### config.mk
export PLATFORM = sky130hd
export DESIGN_NAME = serial_twos_to_signmag
export DESIGN_NICKNAME = d
export VERILOG_FILES = /design/src/rtl/alu_pkg.sv /design/src/rtl/serial_negate_cell.sv /design/src/rtl/serial_twos_to_signmag.sv
export SDC_FILE = /design/constraint.sdc
export NUM_CORES = 1
export LEC_CHECK = 0
export ABC_AREA = 0
export CAP_MARGIN = 20
export CORE_MARGIN = 1.5
export CORE_UTILIZATION = 30
export CTS_BUF_LIST = sky130_fd_sc_hd__clkbuf_8 sky130_fd_sc_hd__clkbuf_16
export DETAILED_ROUTE_END_ITERATION = 8
export GPL_ROUTABILITY_DRIVEN = 0
export PLACE_DENSITY = 0.54
export SLEW_MARGIN = 20
export SYNTH_ARGS = -nofsm -noshare
export SYNTH_HDL_FRONTEND = slang
export SYNTH_HIERARCHICAL = 1
export SYNTH_SLANG_ARGS = --single-unit
### constraint.sdc
create_clock -name clk -period 2 [get_ports clk]
set_input_delay 0.4 -clock clk [delete_from_list [all_inputs] [get_ports clk]]
set_output_delay 0.4 -clock clk [all_outputs]
set_load 0.02 [all_outputs]
### src/rtl/alu_pkg.sv
`default_nettype none
// ============================================================================
//  Module      : alu_pkg
//  Description : Shared ALU types and constants: converter FSM state
//                encoding and the default datapath width.
//  Revision    : 1.0  initial release
// ============================================================================
package alu_pkg;

    localparam int ALU_WIDTH = 16;

    typedef enum logic [1:0] {
        S_IDLE  = 2'd0,
        S_SHIFT = 2'd1,
        S_DONE  = 2'd2
    } state_t;

endpackage : alu_pkg
`default_nettype wire

### src/rtl/serial_negate_cell.sv
`default_nettype none
// ============================================================================
//  Module      : serial_negate_cell
//  Description : One-bit serial two's-complement negation cell. Bits are
//                copied until the first '1' has passed, then inverted.
//                The "first one seen" flag is the only state.
//  Revision    : 1.0  initial release
// ============================================================================
module serial_negate_cell (
    input  logic clk,
    input  logic reset,
    input  logic clear,
    input  logic en,
    input  logic negate,
    input  logic b,
    output logic mag_bit,
    output logic seen_one
);

    logic seen_one_q;
    logic seen_one_d;

    // Next value of the flag: clear wins, otherwise accumulate processed ones.
    always_comb begin
        seen_one_d = seen_one_q;
        if (clear) begin
            seen_one_d = 1'b0;
        end else if (en) begin
            seen_one_d = seen_one_q | b;
        end
    end

    // Flag register with synchronous reset.
    always_ff @(posedge clk) begin
        if (reset) begin
            seen_one_q <= 1'b0;
        end else begin
            seen_one_q <= seen_one_d;
        end
    end

    // Invert only once a '1' has already passed and negation is requested.
    assign mag_bit  = b ^ (negate & seen_one_q);
    assign seen_one = seen_one_q;

endmodule : serial_negate_cell
`default_nettype wire

### src/rtl/serial_twos_to_signmag.sv
`default_nettype none
// ============================================================================
//  Module      : serial_twos_to_signmag
//  Description : Bit-serial two's-complement to sign-magnitude converter.
//                One bit per clock, LSB first; the magnitude is built by
//                shifting result bits in from the MSB side. Valid/ready on
//                both sides; input and output phases never overlap.
//  Revision    : 1.0  initial release
// ============================================================================
module serial_twos_to_signmag
    import alu_pkg::*;
#(
    parameter int WIDTH = ALU_WIDTH
) (
    input  logic             clk,
    input  logic             reset,
    input  logic [WIDTH-1:0] in_data,
    input  logic             in_valid,
    output logic             in_ready,
    output logic             out_sign,
    output logic [WIDTH-1:0] out_mag,
    output logic             out_ovf,
    output logic             out_valid,
    input  logic             out_ready
);

    // Counter is sized from WIDTH and is not meant to be overridden.
    localparam int CNT_W = $clog2(WIDTH) + 1;

    localparam logic [CNT_W-1:0] c_LAST_BIT = CNT_W'(WIDTH - 1);
    localparam logic [WIDTH-1:0] c_MAG_MIN  = {1'b1, {(WIDTH-1){1'b0}}};

    state_t             state_q, state_d;
    logic [CNT_W-1:0]   cnt_q,   cnt_d;
    logic [WIDTH-1:0]   shift_q, shift_d;
    logic [WIDTH-1:0]   mag_q,   mag_d;
    logic               sign_q,  sign_d;
    logic               ovf_q,   ovf_d;

    logic               w_cell_clear;
    logic               w_cell_en;
    logic               w_mag_bit;
    logic               w_seen_one;

    serial_negate_cell u_cell (
        .clk      (clk),
        .reset    (reset),
        .clear    (w_cell_clear),
        .en       (w_cell_en),
        .negate   (sign_q),
        .b        (shift_q[0]),
        .mag_bit  (w_mag_bit),
        .seen_one (w_seen_one)
    );

    // FSM state register with synchronous reset.
    always_ff @(posedge clk) begin
        if (reset) begin
            state_q <= S_IDLE;
        end else begin
            state_q <= state_d;
        end
    end

    // Datapath registers: counter, operand shifter, sign, magnitude, overflow.
    always_ff @(posedge clk) begin
        if (reset) begin
            cnt_q   <= '0;
            shift_q <= '0;
            mag_q   <= '0;
            sign_q  <= 1'b0;
            ovf_q   <= 1'b0;
        end else begin
            cnt_q   <= cnt_d;
            shift_q <= shift_d;
            mag_q   <= mag_d;
            sign_q  <= sign_d;
            ovf_q   <= ovf_d;
        end
    end

    // Next-state and datapath control. All results hold outside SHIFT, which
    // keeps the outputs stable while the consumer applies backpressure.
    always_comb begin
        state_d      = state_q;
        cnt_d        = cnt_q;
        shift_d      = shift_q;
        mag_d        = mag_q;
        sign_d       = sign_q;
        ovf_d        = ovf_q;
        w_cell_clear = 1'b0;
        w_cell_en    = 1'b0;

        case (state_q)
            S_IDLE: begin
                if (in_valid) begin
                    shift_d      = in_data;
                    sign_d       = in_data[WIDTH-1];
                    cnt_d        = '0;
                    w_cell_clear = 1'b1;
                    state_d      = S_SHIFT;
                end
            end

            S_SHIFT: begin
                w_cell_en = 1'b1;
                shift_d   = shift_q >> 1;
                mag_d     = {w_mag_bit, mag_q[WIDTH-1:1]};
                cnt_d     = cnt_q + CNT_W'(1);
                if (cnt_q == c_LAST_BIT) begin
                    // Only the most negative input maps to a magnitude that
                    // needs the full WIDTH bits.
                    ovf_d   = sign_q & (mag_d == c_MAG_MIN);
                    state_d = S_DONE;
                end
            end

            S_DONE: begin
                if (out_ready) begin
                    state_d = S_IDLE;
                end
            end

            default: begin
                state_d = S_IDLE;
            end
        endcase
    end

    assign in_ready  = (state_q == S_IDLE);
    assign out_valid = (state_q == S_DONE);
    assign out_sign  = sign_q;
    assign out_mag   = mag_q;
    assign out_ovf   = ovf_q;

    // The seen-one flag is exported for future reuse; nothing here needs it.
    logic w_unused;
    assign w_unused = w_seen_one;

endmodule : serial_twos_to_signmag
`default_nettype wire

==> summary.txt, run 1 <==
GRT
  – Met2 Usage GRT: 21.3%
  – GRT busiest layer: met2
  – Total GRT Usage: 13.0%
  – Global routing met3 resource utilization: 3.79%
  – Initial antenna violation count: 0
  – Grt total ovfl: 0
  – Largest net degree at the start of global routing: 33
  – Number of global-route vias before repair: 1385
  – Met1 Use GR: 15.6%
  – First-pass GRT wire length: 6290 µm

STA
  – Fin Setup TNS: 0 ns
  – Endpoints failing hold: 0
  – RSZ-0062 raised after global routing: no
  – Final max-slew violation count: 0
  – Fmax: 0.527 GHz
  – # setup viols final: 0
  – Worst-Margin Slew: 0.370 ns
  – Worst Skew: 0.00977 ns
  – Max_slew headroom: 75.3%
  – Minimum clock period: 1.90 ns
  – Final worst-path cycle share: 94.8%

Layout
  – Design Area, Final: 2270 µm²
  – Post-layout util: 40.8%
  – Antenna Cells: 0
  – Layout cells sized above 1: 6.80%
  – Area Overhead vs Synth: 30.3%
  – Post-layout net count: 272

Clock network
  – Clock slew at reported path FFs: 0.08 ns
  – Total CTS buffers: 5
  – Setup Fix Bufs, Post-CTS: 0
  – CTS root buf: clkbuf_8
  – H-tree Lvls: 2
  – CTS tree: done
  – Clock Latency Late Sink: 0.29 ns
  – Clock sink total: 42
  – CTS Buffer Depth: 2

Synth
  – Net count after synthesis: 237
  – Synth warn: 6
  – Count leader, synth: nand2_1
  – Cell Area, Synth: 1740 µm²
  – Sequential share of the synthesized area: 48.2%
  – Ys flop type: dfxtp_1
  – Commonest cells in the netlist: 65 x nand2_1, 42 x dfxtp_1, 21 x nor2_1, 19 x a21oi_1, 16 x a311oi_1
  – Syn Inst Count: 215
  – Number of synthesized flops with an enable pin: 0
  – Avg Cell Area, Syn: 8.11 µm²
  – Synth Register Bits: 42
  – Post-synth top area share: 48.2%
  – Post-synth ARST share: 0%
  – Yosys top cell by area: dfxtp_1
  – Largest cells by area after synthesis: dfxtp_1 48%, nand2_1 14%, a311oi_1 8.0%, a21oi_1 5.5%, nor2_1 4.5%
  – Post-synth cell types: 32

Floorplanning
  – I/O pin count: 40
  – Die area: 6280 µm²
  – Core ar.: 5570 µm²
  – Width of the die: 79.3 µm
  – Number of cell rows: 27
  – Initial core utilization: 31.3%
  – Die H: 79.3 µm

Routing
  – Via density: 4.86
  – Drt first pass iters: 4
  – Routed wire per std cell: 11.9 µm
  – Via count: 1565
  – Drt total wl: 3820 µm
  – Initial DRC Count: 103
  – # DRC: 0
  – Antenna-violating nets left: 0

Place
  – Post-DP HPWL: 2570 µm
  – Area after DPL: 2190 µm²
  – Port Buffer Count: 39

Setup path
  – CP Capture Type: output port
  – Worst EP required: 1.60 ns
  – CP Launch Type: flip-flop
  – Critical path peak fanout: 9
  – FF-to-FF path depth: 6
  – WS Path Type: flip-flop to output port
  – Arr. time, crit path: 1.50 ns

Power
  – P_leak: 0.807 nW
  – Final Total Pwr: 1.61 mW
  – Maximum VDD drop: 0.000277 V
  – PD cells: 707 nW/µm²

Hold path
  – Worst Hold Class: flip-flop to flip-flop
  – WHS Path Cells: 2

Outcome
  – Outcome: complete, no violations

Run
  – Max-cap viol count: 0
-- worst paths after layout --
check | endpoint | slack (ns) | start
setup / recovery | out_valid | 0.10 | state_q[1]$_SDFFE_PP0P_
hold / removal | out_mag[0]$_SDFFE_PP0P_ | 0.46 | out_mag[0]$_SDFFE_PP0P_
hold reg to reg | out_mag[0]$_SDFFE_PP0P_ | 0.46 | out_mag[0]$_SDFFE_PP0P_
setup reg to reg | out_ovf$_SDFFE_PP0P_ | 0.31 | cnt_q[0]$_SDFFE_PP0P_
-- registers in the layout (all words and copies together), names as in the netlist --
register         cells
state_q              2
shift_q             16
u_cell/seen_one      1
out_mag             16
out_ovf              1
out_sign             1
cnt_q                5
-- metal layers --
metal / share of wire [%] / wire length [µm]
met5: 0 / 0
met3: 5.8 / 221
met2: 44 / 1690
met1: 48 / 1850
met4: 1.5 / 59
-- report_power, final --
part | switching [mW] | total, mW | internal, mW
Clock | 0.287 | 0.521 | 0.235
Sequential | 0.0245 | 0.896 | 0.871
Combinational | 0.0994 | 0.190 | 0.0905
-- what timing repair did --
item	4_1_cts	5_1_grt
setup endpoints to repair	0	1
hold buffers	0	0
gates resized for setup	0	1
-- logic make-up after synthesis --
kind of cell	count (synthesis)	share of synthesized area, %
buffers and inverters	20	5.74
AOI/OAI and AO/OA	44	17.4
xor gates and xnor gates	1	0.502
and+or+nand+nor	104	25.6
muxes	2	1.15
DFF	42	48.2
adders and majority gates	2	1.43
-- through the flow --
stage	worst slack, ns	instances	hold WS (ns)
6_report	0.103	322	0.456
5_1_grt	0.00710	322	0.486
4_1_cts	0.00258	322	0.462
3_5_place_dp	0.263	315	0.451
3_3_place_gp	0.265	315	0.444
2_1_floorplan	0.430	215	0.443
-- layout by cell type, fill, tap and decap left out, types with 5 or more instances in the layout --
master           instances
dfxtp_1                 41
a311oi_1                16
clkbuf_8                 5
a21oi_1                 19
clkdlybuf4s50_1         39
buf_4                    5
nor2_1                  21
nand2_1                 65
-- critical path, cell delays in order (launching register included) --
cell and delay (ns):
dfxtp_2 0.40, nor2b_1 0.19, clkdlybuf4s50_1 0.62
-- final cells by class --
| class | instances | area [µm²] |
|---|---|---|
| Clock buffer | 5 | 68.8 |
| Inverter | 3 | 11.3 |
| Multi-Input combinational cell | 153 | 803 |
| Fill cell | 585 | 3300 |
| Timing Repair Buffer | 45 | 448 |
| Clock inverter | 2 | 10.0 |
| Sequential cell | 42 | 842 |
| Tap cell | 72 | 90.1 |
Note: power is estimated with default switching activity, not from simulation.
==> run 2, diff against run 1 <==
Settings changed: CORE_MARGIN 1.5 to not set.
==> summary.txt, run 2 (synthesized netlist as in run 1, its figures left out) <==
Outcome
  – Outcome: complete, no violations

Layout
  – Post-layout net count: 273 (+0.37%)
  – Antenna Cells: 0 (unchanged)
  – Layout cells sized above 1: 7.17% (+0.37 points)
  – Area Overhead vs Synth: 32.7%
  – Design Area, Final: 2310 µm² (+1.8%)
  – Most frequent cells in the layout: 65 x nand2_1, 41 x dfxtp_1, 39 x clkdlybuf4s50_1, 21 x nor2_1, 19 x a21oi_1
  – Commonest non-fill, non-tap cell in the layout: nand2_1

Setup path
  – CP Launch Type: flip-flop
  – Worst EP required: 1.60 ns (about the same)
  – CP Capture Type: output port
  – Critical Path Sink: out_valid
  – FF-to-FF path depth: 6 (unchanged)
  – WS Path Type: flip-flop to output port
  – Reg2reg start: cnt_q[0]$_SDFFE_PP0P_
  – Reg-to-reg slack, setup: 0.33 ns (+0.02 ns)
  – FF-to-FF End: out_ovf$_SDFFE_PP0P_
  – Crit path launch: state_q[0]$_SDFFE_PP0P_
  – Critical path peak fanout: 9 (unchanged)
  – Arr. time, crit path: 1.52 ns (+0.02 ns)

STA
  – Fmax: 0.520 GHz (-1.4%)
  – Endpoints failing hold: 0 (unchanged)
  – # setup viols final: 0 (unchanged)
  – Minimum clock period: 1.92 ns (+0.0261 ns)
  – Final max-slew violation count: 0 (unchanged)
  – RSZ-0062 raised after global routing: no
  – Worst-Margin Slew: 0.383 ns (+0.0129 ns)
  – Fin Setup TNS: 0 ns (unchanged)
  – Max_slew headroom: 74.4% (-0.86 points)
  – Final worst-path cycle share: 96.1% (+1.3 points)
  – Worst Skew: 0.00619 ns (-0.00357 ns)

Power
  – Final Total Pwr: 1.76 mW (+9.6%)
  – PD cells: 761 nW/µm² (+7.6%)
  – Maximum VDD drop: 0.000337 V (+22%)
  – P_leak: 0.825 nW (+2.2%)

Floorplanning
  – Width of the die: 78.3 µm (-1.3%)
  – Number of cell rows: 27 (unchanged)
  – Die area: 6120 µm² (-2.5%)
  – Die H: 78.3 µm (-1.3%)
  – Core ar.: 5540 µm² (-0.61%)
  – I/O pin count: 40 (unchanged)
  – Initial core utilization: 31.5% (+0.19 points)

Clock network
  – CTS Buffer Depth: 2 (unchanged)
  – CTS root buf: clkbuf_8
  – H-tree Lvls: 2 (unchanged)
  – Clock slew at reported path FFs: 0.08 ns (about the same)
  – Clock sink total: 42 (unchanged)
  – Total CTS buffers: 5 (unchanged)
  – Clock Latency Late Sink: 0.29 ns (about the same)
  – CTS tree: done

GRT
  – Grt total ovfl: 0 (unchanged)
  – Initial antenna violation count: 0 (unchanged)
  – Total GRT Usage: 13.8% (+0.83 points)
  – Number of global-route vias before repair: 1412 (+1.9%)
  – Met2 Usage GRT: 21.9% (+0.65 points)
  – Met1 Use GR: 17.7% (+2.1 points)
  – GRT busiest layer: met2
  – First-pass GRT wire length: 6630 µm (+5.4%)
  – Global routing met3 resource utilization: 3.84% (+0.044 points)
  – Largest net degree at the start of global routing: 33 (unchanged)

Routing
  – Antenna-violating nets left: 0 (unchanged)
  – # DRC: 0 (unchanged)
  – Via count: 1543 (-1.4%)
  – Drt first pass iters: 4 (unchanged)
  – Via density: 4.78 (-1.7%)
  – Routed wire per std cell: 11.9 µm (+0.37%)
  – Initial DRC Count: 63 (-39%)
  – Drt total wl: 3850 µm (+0.68%)

Place
  – Post-DP HPWL: 2590 µm (+0.85%)
  – Port Buffer Count: 39 (unchanged)
  – Area after DPL: 2200 µm² (+0.34%)

Run
  – Max-cap viol count: 0 (unchanged)

Hold path
  – Worst Hold Class: flip-flop to flip-flop
run 2: critical path: stages, from the launching register on:
cell and delay, ns:
dfxtp_1 0.41, nor2b_1 0.19, clkdlybuf4s50_1 0.63
run 2: worst min-delay path by stage:
stage	depth (start not counted)	slack, ns	from	endpoint
floorplan	1	0.44	cnt_q[3]$_SDFFE_PP0P_	cnt_q[3]$_SDFFE_PP0P_
global placement	2	0.44	out_mag[0]$_SDFFE_PP0P_	out_mag[0]$_SDFFE_PP0P_
CTS	2	0.46	out_mag[0]$_SDFFE_PP0P_	out_mag[0]$_SDFFE_PP0P_
global route	2	0.49	out_mag[0]$_SDFFE_PP0P_	out_mag[0]$_SDFFE_PP0P_
finish	2	0.46	out_mag[0]$_SDFFE_PP0P_	out_mag[0]$_SDFFE_PP0P_
detailed placement	2	0.45	out_mag[0]$_SDFFE_PP0P_	out_mag[0]$_SDFFE_PP0P_
run 2: metrics by stage:
| stage | utilization (%) | cells | hold WS, ns | setup WS [ns] |
|---|---|---|---|---|
| 2_1_floorplan | - | 215 | 0.443 | 0.430 |
| 3_3_place_gp | 39.7 | 316 | 0.443 | 0.298 |
| 3_5_place_dp | 39.7 | 316 | 0.449 | 0.316 |
| 4_1_cts | 41.8 | 323 | 0.461 | 0.0725 |
| 5_1_grt | 41.8 | 323 | 0.490 | 0.0130 |
| 6_report | 41.8 | 323 | 0.455 | 0.0773 |
run 2: metal layers:
metal	vias up	wire [µm]
met3	7	211
li1	809	-
met1	685	1870
met4	0	47
met5	-	0
met2	42	1720
run 2: timing repair:
item | CTS | global route
hold buffers | 0 | 0
setup buffers | 0 | 0
setup endpoints to repair | 1 | 0
gates resized for setup | 1 | 0
run 2: power breakdown:
group	internal (mW)	switching (mW)
clock	0.399	0.276
combinational	0.0905	0.0995
sequential	0.871	0.0241
total	1.36	0.399
run 2: final cells by class:
cell class	instances	area, µm²
fillers	603	3230
flip-flops and latches	42	842
multi-input cells	153	803
repair buffers	46	455
well taps	72	90.1
clock buffers	6	82.6
clock inverters	1	30.0
inverters	3	11.3
==> run 3, diff against run 2 <==
Settings changed: CORE_ASPECT_RATIO set to 1.4.
==> summary.txt, run 3 (synthesized netlist as in run 1, its figures left out) <==
Outcome
  – Outcome: complete, no violations

Clock network
  – CTS Buffer Depth: 2 (unchanged)
  – Total CTS buffers: 5 (unchanged)
  – CTS tree: done
  – H-tree Lvls: 2 (unchanged)
  – Clock sink total: 42 (unchanged)
  – Clock Latency Late Sink: 0.29 ns (about the same)
  – CTS root buf: clkbuf_8
  – Clock slew at reported path FFs: 0.08 ns (about the same)
  – Hold buffers post-CTS: 0 (unchanged)

STA
  – RSZ-0062 raised after global routing: no
  – Fmax: 0.525 GHz (+0.90%)
  – Final max-slew violation count: 0 (unchanged)
  – Endpoints failing hold: 0 (unchanged)
  – Worst-Margin Slew: 0.352 ns (-0.0310 ns)
  – Minimum clock period: 1.91 ns (-0.0171 ns)
  – Max_slew headroom: 76.5% (+2.1 points)
  – Fin Setup TNS: 0 ns (unchanged)
  – Final worst-path cycle share: 95.3% (-0.85 points)
  – Worst Skew: 0.00789 ns (+0.00169 ns)
  – # setup viols final: 0 (unchanged)

Routing
  – Via density: 4.87 (+1.9%)
  – Routed wire per std cell: 12.0 µm (+0.89%)
  – Drt total wl: 3850 µm (about the same)
  – Drt first pass iters: 4 (unchanged)
  – Antenna-violating nets left: 0 (unchanged)
  – Initial DRC Count: 86 (+37%)
  – Via count: 1557 (+0.91%)
  – # DRC: 0 (unchanged)

Floorplanning
  – Die H: 92.2 µm (+18%)
  – Die area: 6130 µm² (about the same)
  – Number of cell rows: 32 (+19%)
  – I/O pin count: 40 (unchanged)
  – Width of the die: 66.4 µm (-15%)
  – Initial core utilization: 31.3% (-0.14 points)
  – Core ar.: 5570 µm² (+0.45%)

GRT
  – Initial antenna violation count: 0 (unchanged)
  – Total GRT Usage: 14.0% (+0.16 points)
  – Number of global-route vias before repair: 1422 (+0.71%)
  – Grt total ovfl: 0 (unchanged)
  – First-pass GRT wire length: 6560 µm (-1.0%)
  – Largest net degree at the start of global routing: 33 (unchanged)

Setup path
  – CP Launch Type: flip-flop
  – Worst EP required: 1.60 ns (about the same)
  – CP Capture Type: output port
  – WS Path Type: flip-flop to output port
  – Arr. time, crit path: 1.51 ns (about the same)
  – Critical path peak fanout: 9 (unchanged)

Layout
  – Design Area, Final: 2290 µm² (-1.1%)
  – Filler Cells Inserted: 577 (-4.3%)
  – Most frequent cells in the layout: 65 x nand2_1, 41 x dfxtp_1, 39 x clkdlybuf4s50_1, 21 x nor2_1, 19 x a21oi_1
  – Post-layout util: 41.1% (-0.66 points)
  – Post-layout net count: 273 (unchanged)
  – Antenna Cells: 0 (unchanged)
  – Layout cells sized above 1: 7.14% (-0.028 points)
  – Area Overhead vs Synth: 31.2%
  – Commonest non-fill, non-tap cell in the layout: nand2_1

Power
  – PD cells: 717 nW/µm² (-5.7%)
  – Maximum VDD drop: 0.000316 V (-6.3%)
  – P_leak: 0.821 nW (-0.49%)

Place
  – Area after DPL: 2200 µm² (-0.23%)
  – Port Buffer Count: 39 (unchanged)
  – Post-DP HPWL: 2580 µm (-0.32%)

Hold path
  – Worst Hold Class: flip-flop to flip-flop

Run
  – Max-cap viol count: 0 (unchanged)
## run 3: final timing paths
check	slack (ns)	from	depth (start not counted)	endpoint
worst min-delay path	0.46	out_mag[0]$_SDFFE_PP0P_	2	out_mag[0]$_SDFFE_PP0P_
worst max-delay path	0.09	state_q[1]$_SDFFE_PP0P_	2	out_valid
worst min register to register	0.46	out_mag[0]$_SDFFE_PP0P_	2	out_mag[0]$_SDFFE_PP0P_
worst max register to register	0.27	cnt_q[0]$_SDFFE_PP0P_	6	out_ovf$_SDFFE_PP0P_
## run 3: cell type report
class	count	area, µm²	share of cell area, %
clock buffer	6	82.6	3.61
clock inverter	2	8.76	0.383
inverter	3	11.3	0.492
multi-input combinational	153	803	35.1
sequential	42	842	36.8
tap	68	85.1	3.72
timing repair buffer	46	455	19.9
## run 3: power breakdown
part	total [mW]	switching [mW]	leakage, nW	internal, mW
Sequential	0.895	0.0238	0.344	0.871
Combinational	0.191	0.0992	0.425	0.0921
Clock	0.554	0.281	0.0524	0.274
Total	1.64	0.404	0.821	1.24
## run 3: critical path, cell delays in order, from the launching register on
cell and delay, ns:
dfxtp_2 0.41, nor2b_1 0.19, clkdlybuf4s50_1 0.62
## run 3: repair_timing
item,in CTS,in global routing
buffers inserted,0,0
resized for setup,1,0
setup endpoints to repair,1,0
## run 3: per-layer routing
| layer | global-route usage (%) | vias to the layer above | wire length [µm] |
|---|---|---|---|
| met5 | 0 | - | 0 |
| met4 | 4.79 | 0 | 58 |
| met3 | 4.23 | 7 | 183 |
| met2 | 23.2 | 37 | 1840 |
| met1 | 16.7 | 705 | 1770 |
| li1 | - | 808 | - |
## run 3: stage by stage
stage	power, mW	worst slack (ns)	instances	hold WS (ns)
final	1.64	0.0944	320	0.460
after global routing	1.73	0.0210	320	0.503
after CTS	1.67	0.0738	320	0.461
after global placement	1.11	0.300	312	0.447
after detailed placement	1.11	0.294	312	0.448
after floorplan	1.03	0.430	215	0.443
